[src/rtl/alu_sequencer_if.sv]
// Host-side bus of the multi-word ALU sequencer: request, operands, flag load and
// the result/flags/handshake returned by the sequencer.
interface alu_sequencer_if #(
  parameter int MAX_WORDS = 4
) ();
  localparam int W  = 12 * MAX_WORDS;
  localparam int IW = $clog2(MAX_WORDS);

  logic          start;
  logic [2:0]    op;
  logic [IW-1:0] nwords_m1;
  logic [W-1:0]  a_in;
  logic [W-1:0]  b_in;
  logic          flg_load;
  logic [4:0]    flg_wdata;
  logic          ready;
  logic          done;
  logic [W-1:0]  q_out;
  logic [4:0]    flags;

  modport master (
    output start, op, nwords_m1, a_in, b_in, flg_load, flg_wdata,
    input  ready, done, q_out, flags
  );

  modport slave (
    input  start, op, nwords_m1, a_in, b_in, flg_load, flg_wdata,
    output ready, done, q_out, flags
  );
endinterface

[src/rtl/alu_sequencer.sv]
// Feeds multi-word operands one 12-bit word per cycle through an external ALU,
// chaining carry/borrow and accumulating the zero flag across words.
module alu_sequencer #(
  parameter int MAX_WORDS = 4
) (
  input  logic               clk,
  input  logic               rst_n,
  alu_sequencer_if.slave     host,
  output logic [11:0]        alu_a,
  output logic [11:0]        alu_b,
  output logic [4:0]         alu_op,
  output logic [3:0]         alu_cond,
  output logic [4:0]         alu_flg_in,
  input  logic [11:0]        alu_q,
  input  logic [4:0]         alu_flg_out
);
  localparam int W  = 12 * MAX_WORDS;
  localparam int IW = $clog2(MAX_WORDS);

  localparam logic [2:0] OP_ADD = 3'd0;
  localparam logic [2:0] OP_SUB = 3'd1;
  localparam logic [2:0] OP_AND = 3'd2;
  localparam logic [2:0] OP_OR  = 3'd3;
  localparam logic [2:0] OP_XOR = 3'd4;
  localparam logic [2:0] OP_CMP = 3'd5;

  typedef enum logic [1:0] {
    S_IDLE = 2'd0,
    S_RUN  = 2'd1,
    S_DONE = 2'd2
  } state_t;

  state_t        state_q, state_d;
  logic [IW-1:0] idx_q, idx_d;
  logic [IW-1:0] nw_q, nw_d;
  logic [2:0]    op_q, op_d;
  logic [W-1:0]  a_q, a_d;
  logic [W-1:0]  b_q, b_d;
  logic [W-1:0]  res_q, res_d;
  logic [W-1:0]  q_out_q, q_out_d;
  logic [4:0]    flags_q, flags_d;
  logic [4:0]    wflg_q, wflg_d;
  logic          z_acc_q, z_acc_d;

  logic          accept;
  logic          last_word;
  logic [11:0]   word_a, word_b;
  logic [4:0]    run_op;

  assign accept    = (state_q == S_IDLE) && host.start && (host.op <= OP_CMP);
  assign last_word = (idx_q == nw_q);

  assign host.ready = (state_q == S_IDLE);
  assign host.done  = (state_q == S_DONE);
  assign host.q_out = q_out_q;
  assign host.flags = flags_q;
  assign alu_cond   = 4'o17;
  assign alu_flg_in = wflg_q;

  always_comb begin
    word_a = '0;
    word_b = '0;
    for (int k = 0; k < MAX_WORDS; k++) begin
      if (idx_q == IW'(k)) begin
        word_a = a_q[k*12 +: 12];
        word_b = b_q[k*12 +: 12];
      end
    end
  end

  // Word 0 starts a fresh add/subtract; later words use the carry-in variants.
  always_comb begin
    run_op = 5'o00;
    case (op_q)
      OP_ADD:         run_op = (idx_q == '0) ? 5'o04 : 5'o05;
      OP_SUB, OP_CMP: run_op = (idx_q == '0) ? 5'o06 : 5'o07;
      OP_AND:         run_op = 5'o01;
      OP_OR:          run_op = 5'o02;
      OP_XOR:         run_op = 5'o03;
      default:        run_op = 5'o00;
    endcase
  end

  always_comb begin
    state_d = state_q;
    idx_d   = idx_q;
    nw_d    = nw_q;
    op_d    = op_q;
    a_d     = a_q;
    b_d     = b_q;
    res_d   = res_q;
    q_out_d = q_out_q;
    flags_d = flags_q;
    wflg_d  = wflg_q;
    z_acc_d = z_acc_q;
    alu_a   = '0;
    alu_b   = '0;
    alu_op  = 5'o00;

    case (state_q)
      S_IDLE: begin
        if (host.flg_load) flags_d = host.flg_wdata;
        if (accept) begin
          a_d     = host.a_in;
          b_d     = host.b_in;
          op_d    = host.op;
          nw_d    = host.nwords_m1;
          idx_d   = '0;
          z_acc_d = 1'b1;
          res_d   = '0;
          wflg_d  = host.flg_load ? host.flg_wdata : flags_q;
          state_d = S_RUN;
        end
      end

      S_RUN: begin
        alu_a   = word_a;
        alu_b   = word_b;
        alu_op  = run_op;
        wflg_d  = alu_flg_out;
        z_acc_d = z_acc_q & alu_flg_out[0];
        for (int k = 0; k < MAX_WORDS; k++) begin
          if (idx_q == IW'(k)) res_d[k*12 +: 12] = alu_q;
        end
        idx_d = idx_q + IW'(1);
        if (last_word) begin
          idx_d   = '0;
          flags_d = {alu_flg_out[4:1], z_acc_q & alu_flg_out[0]};
          // res_d was cleared on accept, so words above nwords_m1 read as zero.
          if (op_q != OP_CMP) q_out_d = res_d;
          state_d = S_DONE;
        end
      end

      S_DONE: state_d = S_IDLE;

      default: state_d = S_IDLE;
    endcase
  end

  always_ff @(posedge clk or negedge rst_n) begin
    if (!rst_n) begin
      state_q <= S_IDLE;
      idx_q   <= '0;
      nw_q    <= '0;
      op_q    <= '0;
      a_q     <= '0;
      b_q     <= '0;
      res_q   <= '0;
      q_out_q <= '0;
      flags_q <= '0;
      wflg_q  <= '0;
      z_acc_q <= 1'b0;
    end else begin
      state_q <= state_d;
      idx_q   <= idx_d;
      nw_q    <= nw_d;
      op_q    <= op_d;
      a_q     <= a_d;
      b_q     <= b_d;
      res_q   <= res_d;
      q_out_q <= q_out_d;
      flags_q <= flags_d;
      wflg_q  <= wflg_d;
      z_acc_q <= z_acc_d;
    end
  end
endmodule
[src/flat_wrapper.sv]
// flat-port wrapper written by rule: the top's interface ports become plain ports
module alu_sequencer_flat 
#(
  parameter int MAX_WORDS = 4
)
  (clk, rst_n, alu_a, alu_b, alu_op, alu_cond, alu_flg_in, alu_q, alu_flg_out, host_start, host_op, host_nwords_m1, host_a_in, host_b_in, host_flg_load, host_flg_wdata, host_ready, host_done, host_q_out, host_flags);
  alu_sequencer_if #(.MAX_WORDS(MAX_WORDS)) host_i ();
  input  logic clk;
  input  logic rst_n;
  output logic [11:0] alu_a;
  output logic [11:0] alu_b;
  output logic [4:0] alu_op;
  output logic [3:0] alu_cond;
  output logic [4:0] alu_flg_in;
  input  logic [11:0] alu_q;
  input  logic [4:0] alu_flg_out;
  input wire logic [$bits(host_i.start)-1:0] host_start;
  input wire logic [$bits(host_i.op)-1:0] host_op;
  input wire logic [$bits(host_i.nwords_m1)-1:0] host_nwords_m1;
  input wire logic [$bits(host_i.a_in)-1:0] host_a_in;
  input wire logic [$bits(host_i.b_in)-1:0] host_b_in;
  input wire logic [$bits(host_i.flg_load)-1:0] host_flg_load;
  input wire logic [$bits(host_i.flg_wdata)-1:0] host_flg_wdata;
  output wire logic [$bits(host_i.ready)-1:0] host_ready;
  output wire logic [$bits(host_i.done)-1:0] host_done;
  output wire logic [$bits(host_i.q_out)-1:0] host_q_out;
  output wire logic [$bits(host_i.flags)-1:0] host_flags;
  assign host_i.start = host_start;
  assign host_i.op = host_op;
  assign host_i.nwords_m1 = host_nwords_m1;
  assign host_i.a_in = host_a_in;
  assign host_i.b_in = host_b_in;
  assign host_i.flg_load = host_flg_load;
  assign host_i.flg_wdata = host_flg_wdata;
  assign host_ready = host_i.ready;
  assign host_done = host_i.done;
  assign host_q_out = host_i.q_out;
  assign host_flags = host_i.flags;
  alu_sequencer #(.MAX_WORDS(MAX_WORDS)) u_core (.clk(clk), .rst_n(rst_n), .host(host_i), .alu_a(alu_a), .alu_b(alu_b), .alu_op(alu_op), .alu_cond(alu_cond), .alu_flg_in(alu_flg_in), .alu_q(alu_q), .alu_flg_out(alu_flg_out));
endmodule
[config.mk]
export PLATFORM = sky130hd
export DESIGN_NAME = alu_sequencer_flat
export DESIGN_NICKNAME = d
export VERILOG_FILES = /design/src/rtl/alu_sequencer_if.sv /design/src/rtl/alu_sequencer.sv /design/src/flat_wrapper.sv
export SDC_FILE = /design/constraint.sdc
export NUM_CORES = 1
export LEC_CHECK = 0
export ABC_CLOCK_PERIOD_IN_PS = 6200
export CAP_MARGIN = 10
export CORE_MARGIN = 1.5
export CORE_UTILIZATION = 55
export DETAILED_ROUTE_END_ITERATION = 8
export PLACE_DENSITY_LB_ADDON = 0.3
export SLEW_MARGIN = 20
export SYNTH_ARGS = -nofsm -noshare
export SYNTH_HDL_FRONTEND = slang
export SYNTH_SLANG_ARGS = --single-unit
[constraint.sdc]
create_clock -name clk -period 6.2 [get_ports clk]
set_input_delay 0.93 -clock clk [delete_from_list [all_inputs] [get_ports clk]]
set_output_delay 0.93 -clock clk [all_outputs]
set_load 0.02 [all_outputs]
==> results.sh, run 1 <==
export IMPL_worst_r2r_setup_slack_ps=3040
export IMPL_fp_row_count=48
export IMPL_ff2ff_path_depth=4
export IMPL_power_mw=7.03
export IMPL_r2r_end="u_core.host.q_out[9]$_DFFE_PN0P_"
export IMPL_ys_top_cells_by_area="dfrtp_1 (53%), mux2_2 (18%), mux2_4 (3.0%), a22o_1 (2.9%), a21oi_1 (2.4%)"
export IMPL_yosysWarnings=0
export IMPL_syn_area_sq_um=9940
export IMPL_syn_to_final_growth_pct=30.0
export IMPL_clkLatencyLatePin_ps=520
export IMPL_p_per_area_nw_per_um2=544
export IMPL_fp_dieArea_sq_um=18900
export IMPL_rsz0062_at_grt="false"
export IMPL_report_final_slew_viol_count=0
export IMPL_vias=7345
export IMPL_hold_viol=0
export IMPL_drc_errors=0
export IMPL_cp_start_kind="flip-flop"
export IMPL_hold_end="u_core.z_acc_q$_DFFE_PN0P_"
export IMPL_maxCapViolations=0
export IMPL_fp_dieW_microns=137
export IMPL_firstDrtPassIters=5
export IMPL_clk_pin_slew_ps=60
export IMPL_setup_viol=0
export IMPL_wl_per_cell_microns=21.5
export IMPL_synth_area_leader_cell="dfrtp_1"
export IMPL_min_period_ps=4460
export IMPL_worstHoldPathType="flip-flop to flip-flop"
export IMPL_root_buffer="clkbuf_16"
export IMPL_min_from="u_core.z_acc_q$_DFFE_PN0P_"
export IMPL_htreeDepth=1
export IMPL_portBuffers=213
export IMPL_synth_top_area_share_pct=53.4
export IMPL_syn_avg_cell_area_sq_um=12.2
export IMPL_grt_usage_pct=27.8
export IMPL_start_util_pct=56.9
export IMPL_grt_pass1_vias=7438
export IMPL_via_per_inst=5.94
export IMPL_cts_hold_buffers_added=0
export IMPL_crit_required_ps=5270
export IMPL_power_leakage_nw=5.46
export IMPL_yosysSeqAreaShare_pct=53.4
export IMPL_drt_total_wl_microns=26600
export IMPL_clock_fmax_ghz=0.224
export IMPL_post_cts_resized=0
export IMPL_worstPathMaxFanout=34
export IMPL_grt_overflow=0
export IMPL_yosys_most_used_dff="dfrtp_1"
export IMPL_synth_edf_count=0
export IMPL_antenna_found_initial=1
export IMPL_synth_cells=815
export IMPL_cts_tree="yes"
export IMPL_whs_path_depth=1
export IMPL_grt_max_degree=106
export IMPL_grt_pass1_wl_microns=40500
export IMPL_antenna_left=0
export IMPL_cts_buffers=23
export IMPL_dieHeight_microns=137
export IMPL_cts_setup_buffers=0
export IMPL_final_nets=1127
export IMPL_post_route_period_util_pct=71.9
export IMPL_core_sq_um=17500
export IMPL_cts_max_path_buffers=3
export IMPL_tightest_slew_ps=1100
export IMPL_cp_arrival_ps=3530
export IMPL_status="finished, final reports clean"
export IMPL_endpoint_kind="primary output"
export IMPL_drive_gt1_share_pct=23.9
export IMPL_clock_skew_ps=10.3
export IMPL_cts_sinks=212
export IMPL_gp_congestion=0.809
export IMPL_hpwl_microns=17300
export IMPL_async_flop_share_pct=100
export IMPL_ir_worst_vdd_v=0.000311
export IMPL_io_pins=220
export IMPL_drt_initial_drc_count=584
export IMPL_fin_setup_tns_ps=0
export IMPL_worst_setup_path_type="flip-flop to primary output"
export IMPL_relSlewSlack_pct=26.5
export IMPL_synth_cell_types=44
export IMPL_ys_ff_latch=212
export IMPL_r2r_start="u_core.state_q[1]$_DFFE_PN0P_"
## report_power, final
| group | leakage (nW) | internal (mW) | switching (mW) | total (mW) |
|---|---|---|---|---|
| sequential | 2.66 | 1.99 | 0.405 | 2.40 |
| combinational | 2.40 | 1.56 | 1.61 | 3.18 |
| clock | 0.403 | 0.901 | 0.552 | 1.45 |
## sequential cells by signal, summed over array words and instances (netlist names)
name,flops
u_core.z_acc_q,1
u_core.state_q,2
u_core.a_q,48
u_core.host.q_out,48
u_core.nw_q,2
u_core.host.flags,5
u_core.idx_q,2
u_core.b_q,48
u_core.alu_flg_in,5
u_core.res_q,48
u_core.op_q,3
## cells in the final DEF (no fill, tap or decap), types with 3 or more instances in the layout
cell type / instances
conb_1: 6
mux2_2: 156
o21ai_0: 40
mux2_4: 20
a22o_1: 33
or3b_2: 3
nor2_1: 6
nand3b_1: 24
a221o_1: 24
a32o_1: 3
bufinv_16: 3
clkdlybuf4s50_1: 212
buf_4: 12
ha_2: 4
clkbuf_8: 9
inv_1: 29
o211ai_1: 18
a22oi_1: 16
dfrtp_1: 212
clkbuf_16: 23
nand3_1: 29
nand2_1: 50
a21oi_1: 48
## layer usage
layer | share of wire, % | GRT usage [%] | vias up
li1 | - | - | 3299
met1 | 43 | 38.7 | 3698
met2 | 47 | 44.1 | 287
met3 | 6.8 | 5.15 | 59
met4 | 2.9 | 9.24 | 2
met5 | 0.041 | 0 | -
## critical path, stage by stage (launching register included)
cell,delay [ps]
dfrtp_1,470
inv_1,120
ha_2,720
buf_4,430
a21oi_1,80
a221o_1,340
a21oi_1,170
clkdlybuf4s50_1,660
## layout make-up
type,instances,area [sq um]
diodes,1,2.50
inverters,30,113
clock inverters,6,120
flip-flops and latches,212,5310
well taps,225,282
multi-input cells,504,4180
fillers,1194,4550
repair buffers,225,2230
clock buffers,33,693
## worst max path at each step
stage	end	cells after the start	startpoint
after floorplan	alu_b[10]	7	u_core.idx_q[1]$_DFFE_PN0P_
after global placement	alu_b[1]	7	u_core.idx_q[0]$_DFFE_PN0P_
after detailed placement	alu_b[1]	7	u_core.idx_q[0]$_DFFE_PN0P_
after CTS	alu_b[1]	7	u_core.idx_q[0]$_DFFE_PN0P_
after global routing	alu_b[1]	7	u_core.idx_q[0]$_DFFE_PN0P_
final	alu_b[1]	7	u_core.idx_q[0]$_DFFE_PN0P_
## logic make-up (layout without fill, tap and decap cells)
logic type                 count (synthesis)  count (layout)  share of synthesized area, %
DFF                                      212             212                          53.4
AOI/OAI and AO/OA                        189             189                          13.3
muxes                                    178             178                          20.9
and+or+nand+nor                          125             125                          6.62
buffers and inverters                    103             294                          4.97
adders and majority gates                  4               4                         0.503
other                                      2               7                        0.0755
xor gates and xnor gates                   2               2                         0.327
## Yosys cell counts, drive strengths merged (3+ instances only)
cell type  count
or3b           3
a22oi         16
buf           43
a22o          33
o21ai         40
a221o         24
nand2         50
inv           29
clkbuf        30
a32o           3
ha             4
o211ai        18
nand3b        24
dfrtp        212
nor2           7
nand3         29
mux2         176
a21oi         48
## per-stage QoR
step / cells / hold slack [ps] / area (sq um) / util (%) / worst slack, ps
4_1_cts: 1234 / 491 / 12900 / 73.9 / 1760
3_5_place_dp: 1195 / 478 / 12100 / 69.2 / 2320
2_1_floorplan: 819 / 460 / 9960 / - / 3350
6_report: 1236 / 489 / 12900 / 73.9 / 1740
3_3_place_gp: 1195 / 472 / 12100 / 69.2 / 2390
5_1_grt: 1235 / 513 / 12900 / 73.9 / 1570
Note: power is estimated with default switching activity, not from simulation.
==> run 2, diff against run 1 <==
ABC_CLOCK_PERIOD_IN_PS = 3700   (was 6200)
CORE_UTILIZATION = 46   (was 55)
clock period = 3.7 ns   (was 6.2 ns; I/O delays follow)
==> results.sh, run 2 (same netlist as run 1, synthesis figures left out) <==
export IMPL_cp_arrival_ps=3000
export IMPL_fillers=1702
export IMPL_worst_setup_path_type="flip-flop to primary output"
export IMPL_grt_usage_pct=23.7
export IMPL_min_period_ps=3550
export IMPL_report_final_slew_viol_count=0
export IMPL_grt_overflow=0
export IMPL_final_nets=1139
export IMPL_dieHeight_microns=150
export IMPL_wl_met2_microns=12500
export IMPL_tightest_slew_ps=1000
export IMPL_clock_skew_ps=9.50
export IMPL_maxCapViolations=0
export IMPL_drc_errors=0
export IMPL_dp_cells=1254
export IMPL_via_per_inst=5.59
export IMPL_power_leakage_nw=5.55
export IMPL_cp_start_kind="flip-flop"
export IMPL_rsz0062_at_grt="false"
export IMPL_antenna_left=0
export IMPL_core_sq_um=21100
export IMPL_finalWorstSetupSlack_ps=146
export IMPL_cts_tree="yes"
export IMPL_hold_ws_ps=83.9
export IMPL_antenna_found_initial=0
export IMPL_post_route_period_util_pct=96.0
export IMPL_r2r_start="u_core.state_q[0]$_DFFE_PN0P_"
export IMPL_startpoint="u_core.idx_q[1]$_DFFE_PN0P_"
export IMPL_gp_congestion=0.787
export IMPL_fp_dieW_microns=150
export IMPL_syn_to_final_growth_pct=32.6
export IMPL_worst_r2r_setup_slack_ps=970
export IMPL_io_pins=220
export IMPL_wl_met1_microns=11700
export IMPL_endpoint_kind="primary output"
export IMPL_clkLatencyLatePin_ps=510
export IMPL_wl_per_cell_microns=20.4
export IMPL_clk_pin_slew_ps=60
export IMPL_seqCellArea_sq_um=5310
export IMPL_antenna_cells=0
export IMPL_fin_cells=1301
export IMPL_cts_max_path_buffers=3
export IMPL_root_buffer="clkbuf_16"
export IMPL_grt_max_degree=87
export IMPL_portBuffers=213
export IMPL_power_mw=11.9
export IMPL_vias=7272
export IMPL_highest_layer="met4"
export IMPL_relSlewSlack_pct=33.0
export IMPL_met3WireLength_microns=1610
export IMPL_p_per_area_nw_per_um2=905
export IMPL_grt_pass1_vias=7533
export IMPL_hold_viol=0
export IMPL_hpwl_microns=17000
export IMPL_fp_dieArea_sq_um=22500
export IMPL_worstPathMaxFanout=25
export IMPL_drt_initial_drc_count=397
export IMPL_fin_setup_tns_ps=0
export IMPL_worstHoldPathType="input port to async pin"
export IMPL_firstDrtPassIters=5
export IMPL_fp_row_count=53
export IMPL_setup_viol=0
export IMPL_layout_common_cells="clkdlybuf4s50_1 (212), dfrtp_1 (212), mux2_2 (156), nand2_1 (50), a21oi_1 (48)"
export IMPL_clock_fmax_ghz=0.281
export IMPL_htreeDepth=1
export IMPL_crit_required_ps=3140
export IMPL_status="finished, final reports clean"
export IMPL_grt_pass1_wl_microns=41700
export IMPL_cts_hold_buffers_added=0
export IMPL_drt_total_wl_microns=26600
export IMPL_pre_cts_ws_ps=415
export IMPL_cts_buffers=24
export IMPL_cts_sinks=212
export IMPL_ir_worst_vdd_v=0.000659
export IMPL_start_util_pct=47.1
export IMPL_multiInputGateArea_sq_um=4210
export IMPL_drive_gt1_share_pct=24.8
## run 2: changes by cell type in the layout (fill, tap and decap cells not counted), moves of 3 or more
cell	change
buf_12	+6
buf_4	+4
clkbuf_1	+3
clkbuf_8	-4
clkinv_2	+3
## run 2: critical path: stages (launching register included)
cell             delay, ps
dfrtp_1                440
inv_1                  190
ha_4                   350
buf_12                 230
a21oi_1                 90
a221o_1                330
a21oi_1                190
clkdlybuf4s50_1        660
## run 2: repair_timing
action | CTS | global route
pin swaps | 0 | 0
resized for setup | 1 | 1
endpoints found under the setup margin | 24 | 22
gates cloned | 0 | 0
setup buffers | 0 | 1
## run 2: final timing paths
| kind | endpoint | cells after the start |
|---|---|---|
| worst max-delay path | alu_b[2] | 7 |
| min in group clk | u_core.res_q[47]$_DFFE_PN0P_ | 1 |
| max in group asynchronous | u_core.b_q[44]$_DFFE_PN0P_ | 2 |
| worst max register to register | u_core.host.q_out[15]$_DFFE_PN0P_ | 4 |
| worst min-delay path | u_core.host.q_out[46]$_DFFE_PN0P_ | 1 |
| worst min register to register | u_core.res_q[47]$_DFFE_PN0P_ | 1 |
## run 2: area by class of cell
cell class                      instances  area share [%]
Timing Repair Buffer                  236            18.1
Tap cell                              275            2.61
Clock inverter                         10           0.987
Multi-Input combinational cell        504            31.9
Inverter                               30           0.854
Sequential cell                       212            40.2
Clock buffer                           34            5.30
## run 2: per-stage QoR
stage,utilization [%],area (sq um)
6_report,62.5,13200
5_1_grt,62.5,13200
4_1_cts,62.3,13100
3_5_place_dp,58.3,12300
3_3_place_gp,58.3,12300
2_1_floorplan,-,9960
## run 2: routing by layer
metal	global-route usage, %	up-vias
met1	32.7	3664
met2	37.8	223
li1	-	3336
met3	4.66	49
met4	7.01	0
met5	0	-
## run 2: report_power, final
part           leakage (nW)  internal (mW)  total (mW)  switching [mW]
sequential             2.66           3.34        3.95           0.606
combinational          2.48           2.74        5.53            2.79
clock                 0.405           1.52        2.46           0.940
==> run 3, diff against run 2 <==
ABC_CLOCK_PERIOD_IN_PS = 3730   (was 3700)
CORE_UTILIZATION = 51   (was 46)
clock period = 3.73 ns   (was 3.7 ns; I/O delays follow)
==> results.sh, run 3 (same netlist as run 1, synthesis figures left out) <==
export IMPL_cts_sinks=212
export IMPL_cp_start_kind="flip-flop"
export IMPL_seqCellArea_sq_um=5310
export IMPL_clkLatencyLatePin_ps=490
export IMPL_grt_overflow=0
export IMPL_cts_buffers=23
export IMPL_pre_cts_ws_ps=520
export IMPL_worstHoldPathType="input port to async pin"
export IMPL_htreeDepth=1
export IMPL_portBuffers=213
export IMPL_start_util_pct=52.6
export IMPL_hpwl_microns=16500
export IMPL_ir_worst_vdd_v=0.000541
export IMPL_fp_dieArea_sq_um=20300
export IMPL_via_per_inst=5.60
export IMPL_min_period_ps=3520
export IMPL_dp_cells=1237
export IMPL_drc_errors=0
export IMPL_clk_pin_slew_ps=60
export IMPL_tightest_slew_ps=1070
export IMPL_clock_fmax_ghz=0.284
export IMPL_core_sq_um=18900
export IMPL_final_nets=1133
export IMPL_finish_instance_area_sq_um=13000
export IMPL_finalWorstSetupSlack_ps=215
export IMPL_multiInputGateArea_sq_um=4220
export IMPL_worst_setup_path_type="flip-flop to primary output"
export IMPL_grt_pass1_wl_microns=39400
export IMPL_layout_common_cells="clkdlybuf4s50_1 (212), dfrtp_1 (212), mux2_2 (156), nand2_1 (50), a21oi_1 (48)"
export IMPL_hold_ws_ps=100
export IMPL_crit_required_ps=3170
export IMPL_hold_viol=0
export IMPL_gp_congestion=0.822
export IMPL_fin_cells=1276
export IMPL_endpoint_kind="primary output"
export IMPL_relSlewSlack_pct=28.6
export IMPL_fp_dieW_microns=143
export IMPL_grt_usage_pct=24.6
export IMPL_report_final_slew_viol_count=0
export IMPL_fillers=1417
export IMPL_antenna_left=0
export IMPL_syn_to_final_growth_pct=30.6
export IMPL_drive_gt1_share_pct=23.9
export IMPL_maxCapViolations=0
export IMPL_clock_skew_ps=6.81
export IMPL_setup_viol=0
export IMPL_drt_total_wl_microns=24700
export IMPL_cp_arrival_ps=2960
export IMPL_cts_tree="yes"
export IMPL_antenna_found_initial=1
export IMPL_grt_pass1_vias=7310
export IMPL_dieHeight_microns=143
export IMPL_status="finished, final reports clean"
export IMPL_cts_max_path_buffers=3
export IMPL_grt_max_degree=92
export IMPL_worstPathMaxFanout=49
export IMPL_wl_per_cell_microns=19.4
export IMPL_vias=7145
export IMPL_fp_row_count=50
export IMPL_cts_hold_buffers_added=0
export IMPL_firstDrtPassIters=4
export IMPL_placed_area_sq_um=12200
export IMPL_io_pins=220
export IMPL_drt_initial_drc_count=431
export IMPL_power_leakage_nw=5.47
export IMPL_p_per_area_nw_per_um2=881
export IMPL_rsz0062_at_grt="false"
export IMPL_fin_setup_tns_ps=0
export IMPL_post_route_period_util_pct=94.2
export IMPL_root_buffer="clkbuf_16"
-- run 3: layout make-up --
class                   count  area share, %
diodes                      1         0.0193
clock buffers              36           5.42
multi-input cells         504           32.5
well taps                 260           2.50
inverters                  30          0.867
clock inverters             2          0.270
flip-flops and latches    212           40.8
repair buffers            231           17.6
-- run 3: worst max-delay path: stages, from the launching register on --
cell and delay (ps):
dfrtp_1 490, inv_1 200, ha_4 500, a21oi_1 80, a221o_1 340, a21oi_1 170
clkdlybuf4s50_1 650
-- run 3: power by group --
part / internal, mW / leakage (nW) / switching (mW)
Sequential: 3.32 / 2.66 / 0.589
Combinational: 2.64 / 2.44 / 2.68
Clock: 1.35 / 0.365 / 0.867
Total: 7.31 / 5.47 / 4.14
-- run 3: per-stage QoR --
stage / power, mW / utilization (%)
2_1_floorplan: 7.40 / -
3_3_place_gp: 9.08 / 64.7
3_5_place_dp: 9.21 / 64.7
4_1_cts: 11.5 / 68.7
5_1_grt: 12.1 / 68.7
6_report: 11.4 / 68.7
-- run 3: worst paths after layout --
path	startpoint	to	slack (ps)	depth (start not counted)
max in group asynchronous	rst_n	u_core.alu_flg_in[2]$_DFFE_PN0P_	2610	2
hold / removal	rst_n	u_core.host.q_out[17]$_DFFE_PN0P_	100	1
min in group clk	u_core.z_acc_q$_DFFE_PN0P_	u_core.z_acc_q$_DFFE_PN0P_	490	1
setup reg to reg	u_core.state_q[1]$_DFFE_PN0P_	u_core.host.q_out[7]$_DFFE_PN0P_	1060	4
hold reg to reg	u_core.z_acc_q$_DFFE_PN0P_	u_core.z_acc_q$_DFFE_PN0P_	490	1
setup / recovery	u_core.idx_q[0]$_DFFE_PN0P_	alu_b[1]	210	6
-- run 3: repair_timing --
| action | in CTS | in global routing |
|---|---|---|
| resized for setup | 2 | 1 |
| setup buffers | 0 | 0 |
| endpoints found under the setup margin | 7 | 15 |
-- run 3: routing by layer --
metal / up-vias / routed length (microns) / track usage [%]
met3: 34 / 1550 / 5.97
met5: - / 0 / 0
li1: 3322 / - / -
met4: 0 / 557 / 6.51
met1: 3609 / 10700 / 33.3
met2: 180 / 11900 / 39.9
